File: config.mk
export PLATFORM = sky130hd
export DESIGN_NAME = risk_sequencer
export DESIGN_NICKNAME = d
export VERILOG_FILES = /design/src/rtl/risk_sequencer.sv
export SDC_FILE = /design/constraint.sdc
export NUM_CORES = 1
export LEC_CHECK = 0
export ABC_CLOCK_PERIOD_IN_PS = 5200
export CORE_ASPECT_RATIO = 2
export CORE_MARGIN = 2
export CORE_UTILIZATION = 37
export DETAILED_ROUTE_END_ITERATION = 8
export PLACE_DENSITY = 0.95
export SLEW_MARGIN = 15
export SYNTH_ARGS = -nofsm -noshare
export SYNTH_HDL_FRONTEND = slang
export SYNTH_SLANG_ARGS = --single-unit
File: constraint.sdc
create_clock -name i_clk -period 5.2 [get_ports i_clk]
set_input_delay 0.78 -clock i_clk [delete_from_list [all_inputs] [get_ports i_clk]]
set_output_delay 0.78 -clock i_clk [all_outputs]
set_load 0.05 [all_outputs]
File: src/rtl/risk_sequencer.sv
// risk_sequencer: ID-stage hazard sequencer for the 5-stage MIPS core.
// Detects load-use / branch-operand hazards, drives the bubble mux select,
// gates PC and IF/ID writes, flushes IF/ID on taken transfers and drains
// the pipeline after HALT.
// Optional build macro: RISK_PERF_CNT_EN adds stall/flush performance counters.
module risk_sequencer #(
    parameter int DRAIN_CYCLES = 4,
    parameter int REG_W        = 5
) (
    input  logic             i_clk,
    input  logic             i_reset,
    input  logic             i_enable,
    input  logic [REG_W-1:0] i_id_rs,
    input  logic [REG_W-1:0] i_id_rt,
    input  logic             i_id_uses_rt,
    input  logic             i_id_branch,
    input  logic             i_id_taken,
    input  logic             i_id_halt,
    input  logic             i_ex_reg_write,
    input  logic             i_ex_mem_read,
    input  logic [REG_W-1:0] i_ex_dst,
    output logic             o_risk,
    output logic             o_pc_write,
    output logic             o_if_id_write,
    output logic             o_if_id_flush,
    output logic             o_halted,
    output logic [1:0]       o_state,
    output logic [31:0]      o_stall_cycles,
    output logic [31:0]      o_flush_count
);

    localparam logic [1:0] ST_RUN    = 2'b00;
    localparam logic [1:0] ST_STALL  = 2'b01;
    localparam logic [1:0] ST_DRAIN  = 2'b10;
    localparam logic [1:0] ST_HALTED = 2'b11;

    logic [1:0] r_state;
    logic [3:0] r_cnt;

    logic w_match;
    logic w_hazard;
    logic w_two_cycle;

    // Operand match against the EX destination; r0 never creates a hazard.
    assign w_match = (i_ex_dst != '0) &&
                     ((i_ex_dst == i_id_rs) || (i_id_uses_rt && (i_ex_dst == i_id_rt)));

    // Any of the three hazard classes; only branch-after-load needs two bubbles.
    assign w_hazard    = w_match && (i_ex_mem_read || (i_id_branch && i_ex_reg_write));
    assign w_two_cycle = w_match && i_ex_mem_read && i_id_branch;

    // Combinational control outputs: they must act in the detecting cycle.
    always_comb begin
        o_risk        = 1'b0;
        o_pc_write    = 1'b0;
        o_if_id_write = 1'b0;
        o_if_id_flush = 1'b0;
        o_halted      = 1'b0;
        if (i_reset) begin
            o_halted = 1'b0;
        end else if (!i_enable) begin
            o_halted = (r_state == ST_HALTED);
        end else begin
            case (r_state)
                ST_RUN: begin
                    if (w_hazard) begin
                        o_risk = 1'b1;
                    end else begin
                        o_pc_write    = 1'b1;
                        o_if_id_write = 1'b1;
                        o_if_id_flush = i_id_taken;
                    end
                end
                ST_STALL:  o_risk = 1'b1;
                ST_DRAIN:  o_risk = 1'b1;
                default: begin
                    o_risk   = 1'b1;
                    o_halted = 1'b1;
                end
            endcase
        end
    end

    assign o_state = i_reset ? ST_RUN : r_state;

    // State machine and shared stall/drain counter; frozen while disabled.
    always_ff @(posedge i_clk) begin
        if (i_reset) begin
            r_state <= ST_RUN;
            r_cnt   <= '0;
        end else if (i_enable) begin
            case (r_state)
                ST_RUN: begin
                    if (w_hazard) begin
                        if (w_two_cycle) begin
                            r_state <= ST_STALL;
                            r_cnt   <= 4'd1;
                        end
                    end else if (i_id_halt) begin
                        r_state <= ST_DRAIN;
                        r_cnt   <= 4'(DRAIN_CYCLES);
                    end
                end
                ST_STALL: begin
                    r_cnt <= r_cnt - 4'd1;
                    if (r_cnt == 4'd1) r_state <= ST_RUN;
                end
                ST_DRAIN: begin
                    r_cnt <= r_cnt - 4'd1;
                    if (r_cnt == 4'd1) r_state <= ST_HALTED;
                end
                default: r_state <= ST_HALTED;
            endcase
        end
    end

`ifdef RISK_PERF_CNT_EN
    logic [31:0] r_stall_cycles;
    logic [31:0] r_flush_count;

    // Performance counters: bubbles from hazards (not drain) and IF/ID flushes.
    always_ff @(posedge i_clk) begin
        if (i_reset) begin
            r_stall_cycles <= '0;
            r_flush_count  <= '0;
        end else if (i_enable) begin
            if (o_risk && ((r_state == ST_RUN) || (r_state == ST_STALL)))
                r_stall_cycles <= r_stall_cycles + 32'd1;
            if (o_if_id_flush)
                r_flush_count <= r_flush_count + 32'd1;
        end
    end

    assign o_stall_cycles = i_reset ? 32'd0 : r_stall_cycles;
    assign o_flush_count  = i_reset ? 32'd0 : r_flush_count;
`else
    assign o_stall_cycles = 32'd0;
    assign o_flush_count  = 32'd0;
`endif

endmodule

==> impl_metrics.ini, run 1 <==
[power]
power_switching_uw = 207
power.density_nw_per_um2 = 273
p_sw_frac = 0.555
comb_power_share = 0.638
p_total_uw = 373
clock_power_share = 0.197
ir_drop_mv = 0.124
power.leakage_nw = 0.628
p_seq_frac = 0.166
internal_power_uw = 166

[critical_path]
critPathMaxFanout = 4
cpPeakStageDelay_ps = 790
reg2reg_depth = 6
cpMostUsedCell = clkdlybuf4s50_1
ff2ff_setup_slack_ps = 3290
crit_chain = clkdlybuf4s50_1 > or4_4 > nor2_4 > or2_2 > o21ai_0 > nor2_1 > and2_1 > clkdlybuf4s50_1
cp-start-kind = primary input
crit_path_end_kind = output port
slowest_stage = clkdlybuf4s50_1
crit_type = in2out
critPathLaunch = i_ex_dst[1]
r2r-end = r_state[1]
required_ps = 4420
cp.arrival_ps = 3360
rr_startpoint = r_state[0]

[grt]
antenna_found_initial = 0
grt_util_all_layers = 0.130
grt_pass1_wl_mm = 3.66
grt_start_max_net_pins = 11
grt_util_met1 = 0.103
grt_pass1_vias = 891
globalRoute.busiestLayer = met2
overflow = 0
met2_usage = 0.255
use_met3 = 0.0147

[synth]
avgSynthCellArea_sq_um = 7.45
syn-cell-area_sq_um = 1240
synthFlopType = dfxtp_1
synthCells = 167
synthArstFlopShare = 0
ys_ff_latch = 6
yosys-top-cells-area = buf_4 (39%), dfxtp_1 (9.6%), ha_1 (6.0%), xnor2_1 (5.6%), nand2_1 (3.3%)
ys_types = 38
ys_seq_area_frac = 0.0965
synth_edf_count = 0
yosys.area.top_type = buf_4
synth_top_area_share = 0.392
yosys_warnings = 0

[sta]
worst_pin_slew_ps = 533
finClkSkew_ps = 3.61
setup_viol = 0
relSlewSlack = 0.644
holdWs_ps = 557
fin_ws_ps = 1060
setup_tns_ps = 0
finalHoldViolations = 0
maxClockFrequency_ghz = 0.241
slew_viol_final = 0
fin_crit_ps = 4140
min_period_over_period = 0.797
rsz0062_at_grt = no

[route]
post_drt_wl_per_cell_microns = 10.6
first_pass_iters = 4
drtAntennaViolNets = 0
wl_mm = 2.40
drtIter0Drc = 13
drc_errors = 0
via_per_inst = 4.64
vias = 1053

[place]
place_area_sq_um = 1330
dp.cells = 224
numPortBuffers = 30
dp_hpwl_mm = 2.02
place_ws_ps = 1050
gp_congestion = 0.878

[clock_tree]
clock_sinks = 6
clk_pin_slew_ps = 40
cts_resized = 0
clock-root-buffer = clkbuf_8
post_cts_buffers = 0
clock_path_buffers = 2
ctsHoldBuffers = 0
cts_max_level = 1
clock_latency_ps = 230
cts_tree = yes
numCtsBuffers = 3

[floorplanning]
dieArea_sq_um = 3870
die_y_microns = 86.0
dieWidth_microns = 45.0
rows = 29
start_util = 0.390
io_pins = 95
coreArea_sq_um = 3190

[final_layout]
fin_cells = 227
areaGrowthSynthToFinish_pct = 9.75
design_area_sq_um = 1370
nNetsFinal = 228
layout_common_cells = conb_1 (64), clkdlybuf4s50_1 (30), nand2_1 (11), inv_1 (8), xnor2_1 (8)
layout_commonest_cell = conb_1
antennaDiodeCount = 0
drive_above_1_share = 0.0510
finalCoreUtilization = 0.428

[worst_hold_path]
min_path_cells = 2
hp-class = reg2reg
hp-start = r_state[0]
hold_end = r_state[0]

[run]
maxCapViolations = 0

[status]
status = finished clean
## metal layers
metal | vias up | wire (microns)
li1 | 493 | -
met1 | 471 | 698
met2 | 82 | 1360
met3 | 7 | 243
met4 | 0 | 94
met5 | - | 0
## synth_stat cells, drive strengths merged (3+ instances only)
library cell   n
nor2           7
inv            8
a21oi          6
ha             6
o31ai          3
o21ai          7
buf           65
nand2         11
nor2b          4
nor3           4
xnor2          8
dfxtp          6
## final cells by class
| cell class | instances | area (sq um) |
|---|---|---|
| clock buffer | 3 | 41.3 |
| multi-input combinational | 149 | 836 |
| timing repair buffer | 30 | 300 |
| tap | 31 | 38.8 |
| fill | 327 | 1830 |
| inverter | 8 | 30.0 |
| sequential | 6 | 120 |
## power by group through the flow
stage                     Combinational (mW)  Sequential, mW  Clock, mW
after floorplan                        0.230          0.0599          0
after global placement                 0.231          0.0620          0
after detailed placement               0.235          0.0625          0
after CTS                              0.237          0.0618     0.0737
after global routing                   0.254          0.0628     0.0760
final                                  0.238          0.0618     0.0733
## sequential cells by signal, summed over array words and instances, names as in the netlist
| signal | flops |
|---|---|
| r_cnt | 4 |
| r_state | 2 |
## kinds of logic (layout without fill, tap and decap cells)
family	after synthesis	in the layout	synth area share
buf+inv	75	41	0.422
simple gates	36	36	0.156
compound gates	30	30	0.164
xor+xnor	10	10	0.0704
fa+ha+maj	6	6	0.0603
flops	6	6	0.0965
mux	3	3	0.0281
other cells	1	64	0.00301
## worst max path at each step
| stage | to | slack, ps |
|---|---|---|
| after floorplan | o_if_id_flush | 1480 |
| after global placement | o_if_id_flush | 1080 |
| after detailed placement | o_if_id_flush | 1050 |
| after CTS | o_if_id_flush | 1040 |
| after global routing | o_if_id_flush | 940 |
| final | o_if_id_flush | 1060 |
## critical path: cells and delay by family
kind            cells  cell delay [ps]
buf+inv             2             1270
compound gates      1              120
simple gates        5             1190
(Power assumes the default switching activity.)
==> inputs of run 2 (changes only) <==
--- a/config.mk
+++ b/config.mk
@@ -5,12 +5,12 @@
 export SDC_FILE = /design/constraint.sdc
 export NUM_CORES = 1
 export LEC_CHECK = 0
-export ABC_CLOCK_PERIOD_IN_PS = 5200
+export ABC_CLOCK_PERIOD_IN_PS = 3500
 export CORE_ASPECT_RATIO = 2
 export CORE_MARGIN = 2
-export CORE_UTILIZATION = 37
+export CORE_UTILIZATION = 31
 export DETAILED_ROUTE_END_ITERATION = 8
-export PLACE_DENSITY = 0.95
+export PLACE_DENSITY = 0.89
 export SLEW_MARGIN = 15
 export SYNTH_ARGS = -nofsm -noshare
 export SYNTH_HDL_FRONTEND = slang
==> constraint.sdc (replaced) <==
create_clock -name i_clk -period 3.5 [get_ports i_clk]
set_input_delay 0.525 -clock i_clk [delete_from_list [all_inputs] [get_ports i_clk]]
set_output_delay 0.525 -clock i_clk [all_outputs]
set_load 0.05 [all_outputs]
==> run 2 against run 1 <==
  * Clock skew increased by 0.73 ps
  * Worst hold slack lost 1.5 ps
  * Critical path depth is 1 lower
  * Power increased by 52%
  * Final cell count increased by 9.3%
  * Clock-buffer cell count did not move
  * Critical endpoint is now o_risk
==> impl_metrics.ini, run 2 (synthesized netlist as in run 1, its figures left out) <==
[final_layout]
drive_above_1_share = 0.0761
reg_top3 = r_cnt (4), r_state (2)
design_area_sq_um = 1440
layout_commonest_cell = conb_1
areaGrowthSynthToFinish_pct = 15.6
largest_register_ffs = 4
nNetsFinal = 229
antennaDiodeCount = 0
layout_common_cells = conb_1 (64), clkdlybuf4s50_1 (26), nand2_1 (11), inv_1 (8), xnor2_1 (8)
regMostFlops = r_cnt

[critical_path]
cp-start-kind = primary input
critPathMaxFanout = 5
slowest_stage = clkdlybuf4s50_1
cp.arrival_ps = 2550
crit_path_end_kind = output port
cpPeakStageDelay_ps = 530
crit_type = in2out
required_ps = 2970
crit_chain = clkdlybuf4s50_1 > xnor2_1 > nand3_1 > o32a_1 > o21ai_0 > nor2b_1 > buf_12

[route]
post_drt_wl_per_cell_microns = 10.0
drtIter0Drc = 20
first_pass_iters = 4
drtAntennaViolNets = 0
vias = 1077
wl_mm = 2.49
drc_errors = 0
via_per_inst = 4.34

[sta]
relSlewSlack = 0.620
slew_viol_final = 0
finClkSkew_ps = 4.34
fin_ws_ps = 426
setup_viol = 0
finalHoldViolations = 0
fin_crit_ps = 3070
min_period_over_period = 0.878
maxClockFrequency_ghz = 0.325
worst_pin_slew_ps = 568
setup_tns_ps = 0
rsz0062_at_grt = no

[clock_tree]
clock_latency_ps = 230
cts_tree = yes
cts_max_level = 1
post_cts_buffers = 0
clk_pin_slew_ps = 40
cts_resized = 0
numCtsBuffers = 3
clock_path_buffers = 2
clock-root-buffer = clkbuf_8
clock_sinks = 6
ctsHoldBuffers = 0

[grt]
grt_util_all_layers = 0.108
overflow = 0
grt_pass1_wl_mm = 3.78
grt_pass1_vias = 999
grt_start_max_net_pins = 11
antenna_found_initial = 0

[run]
maxCapViolations = 0

[power]
ir_drop_mv = 0.185
power.leakage_nw = 0.653
power.density_nw_per_um2 = 394

[place]
dp_hpwl_mm = 2.18
place_ws_ps = 436
numPortBuffers = 30
place_area_sq_um = 1400
gp_congestion = 0.912

[floorplanning]
die_y_microns = 93.6
dieWidth_microns = 48.8
start_util = 0.324
rows = 32
io_pins = 95
coreArea_sq_um = 3840
dieArea_sq_um = 4570

[worst_hold_path]
hp-class = reg2reg

[status]
status = finished clean
-- run 2: cell count changes in the layout (fill, tap and decap cells not counted), sizes merged --
| cell | before | now |
|---|---|---|
| clkdlybuf4s50 | 30 | 26 |
| buf | 0 | 5 |
-- run 2: metrics by stage --
step / total power, mW / util / std cells / hold slack (ps)
after CTS: 0.566 / 0.374 / 248 / 570
after global routing: 0.600 / 0.374 / 248 / 608
final: 0.566 / 0.374 / 248 / 556
after floorplan: 0.431 / - / 230 / 507
after global placement: 0.449 / 0.364 / 245 / 545
after detailed placement: 0.457 / 0.364 / 245 / 558
-- run 2: area by class of cell --
cell class	instances	area, sq um
tap	51	63.8
sequential	6	120
clock buffer	3	41.3
fill	430	2400
multi-input combinational	149	836
inverter	8	30.0
timing repair buffer	31	348
-- run 2: worst paths after layout --
| check | start | end | slack (ps) | cells after the start |
|---|---|---|---|---|
| worst min register to register | r_state[0] | r_state[0] | 560 | 2 |
| worst max-delay path | i_ex_dst[4] | o_risk | 430 | 7 |
| worst min-delay path | r_state[0] | r_state[0] | 560 | 2 |
| worst max register to register | r_state[1] | r_state[1] | 1600 | 6 |
-- run 2: critical path: cells and delay by family --
kind            cells  cell delay (ps)
xor+xnor            1              150
compound gates      2              770
buf+inv             2              700
simple gates        2              400
-- run 2: power breakdown --
group	total (mW)	internal (mW)	switching, mW
registers	0.0920	0.0796	0.0124
logic	0.367	0.103	0.264
clock network	0.107	0.0742	0.0329
total	0.566	0.257	0.310
-- run 2: routing by layer --
metal / global-route usage / vias up / wire length, microns / share of wire
li1: - / 492 / - / -
met1: 0.0704 / 472 / 656 / 0.26
met2: 0.224 / 97 / 1400 / 0.56
met3: 0.0256 / 16 / 286 / 0.11
met4: 0.0976 / 0 / 148 / 0.059
met5: 0 / - / 0 / 0
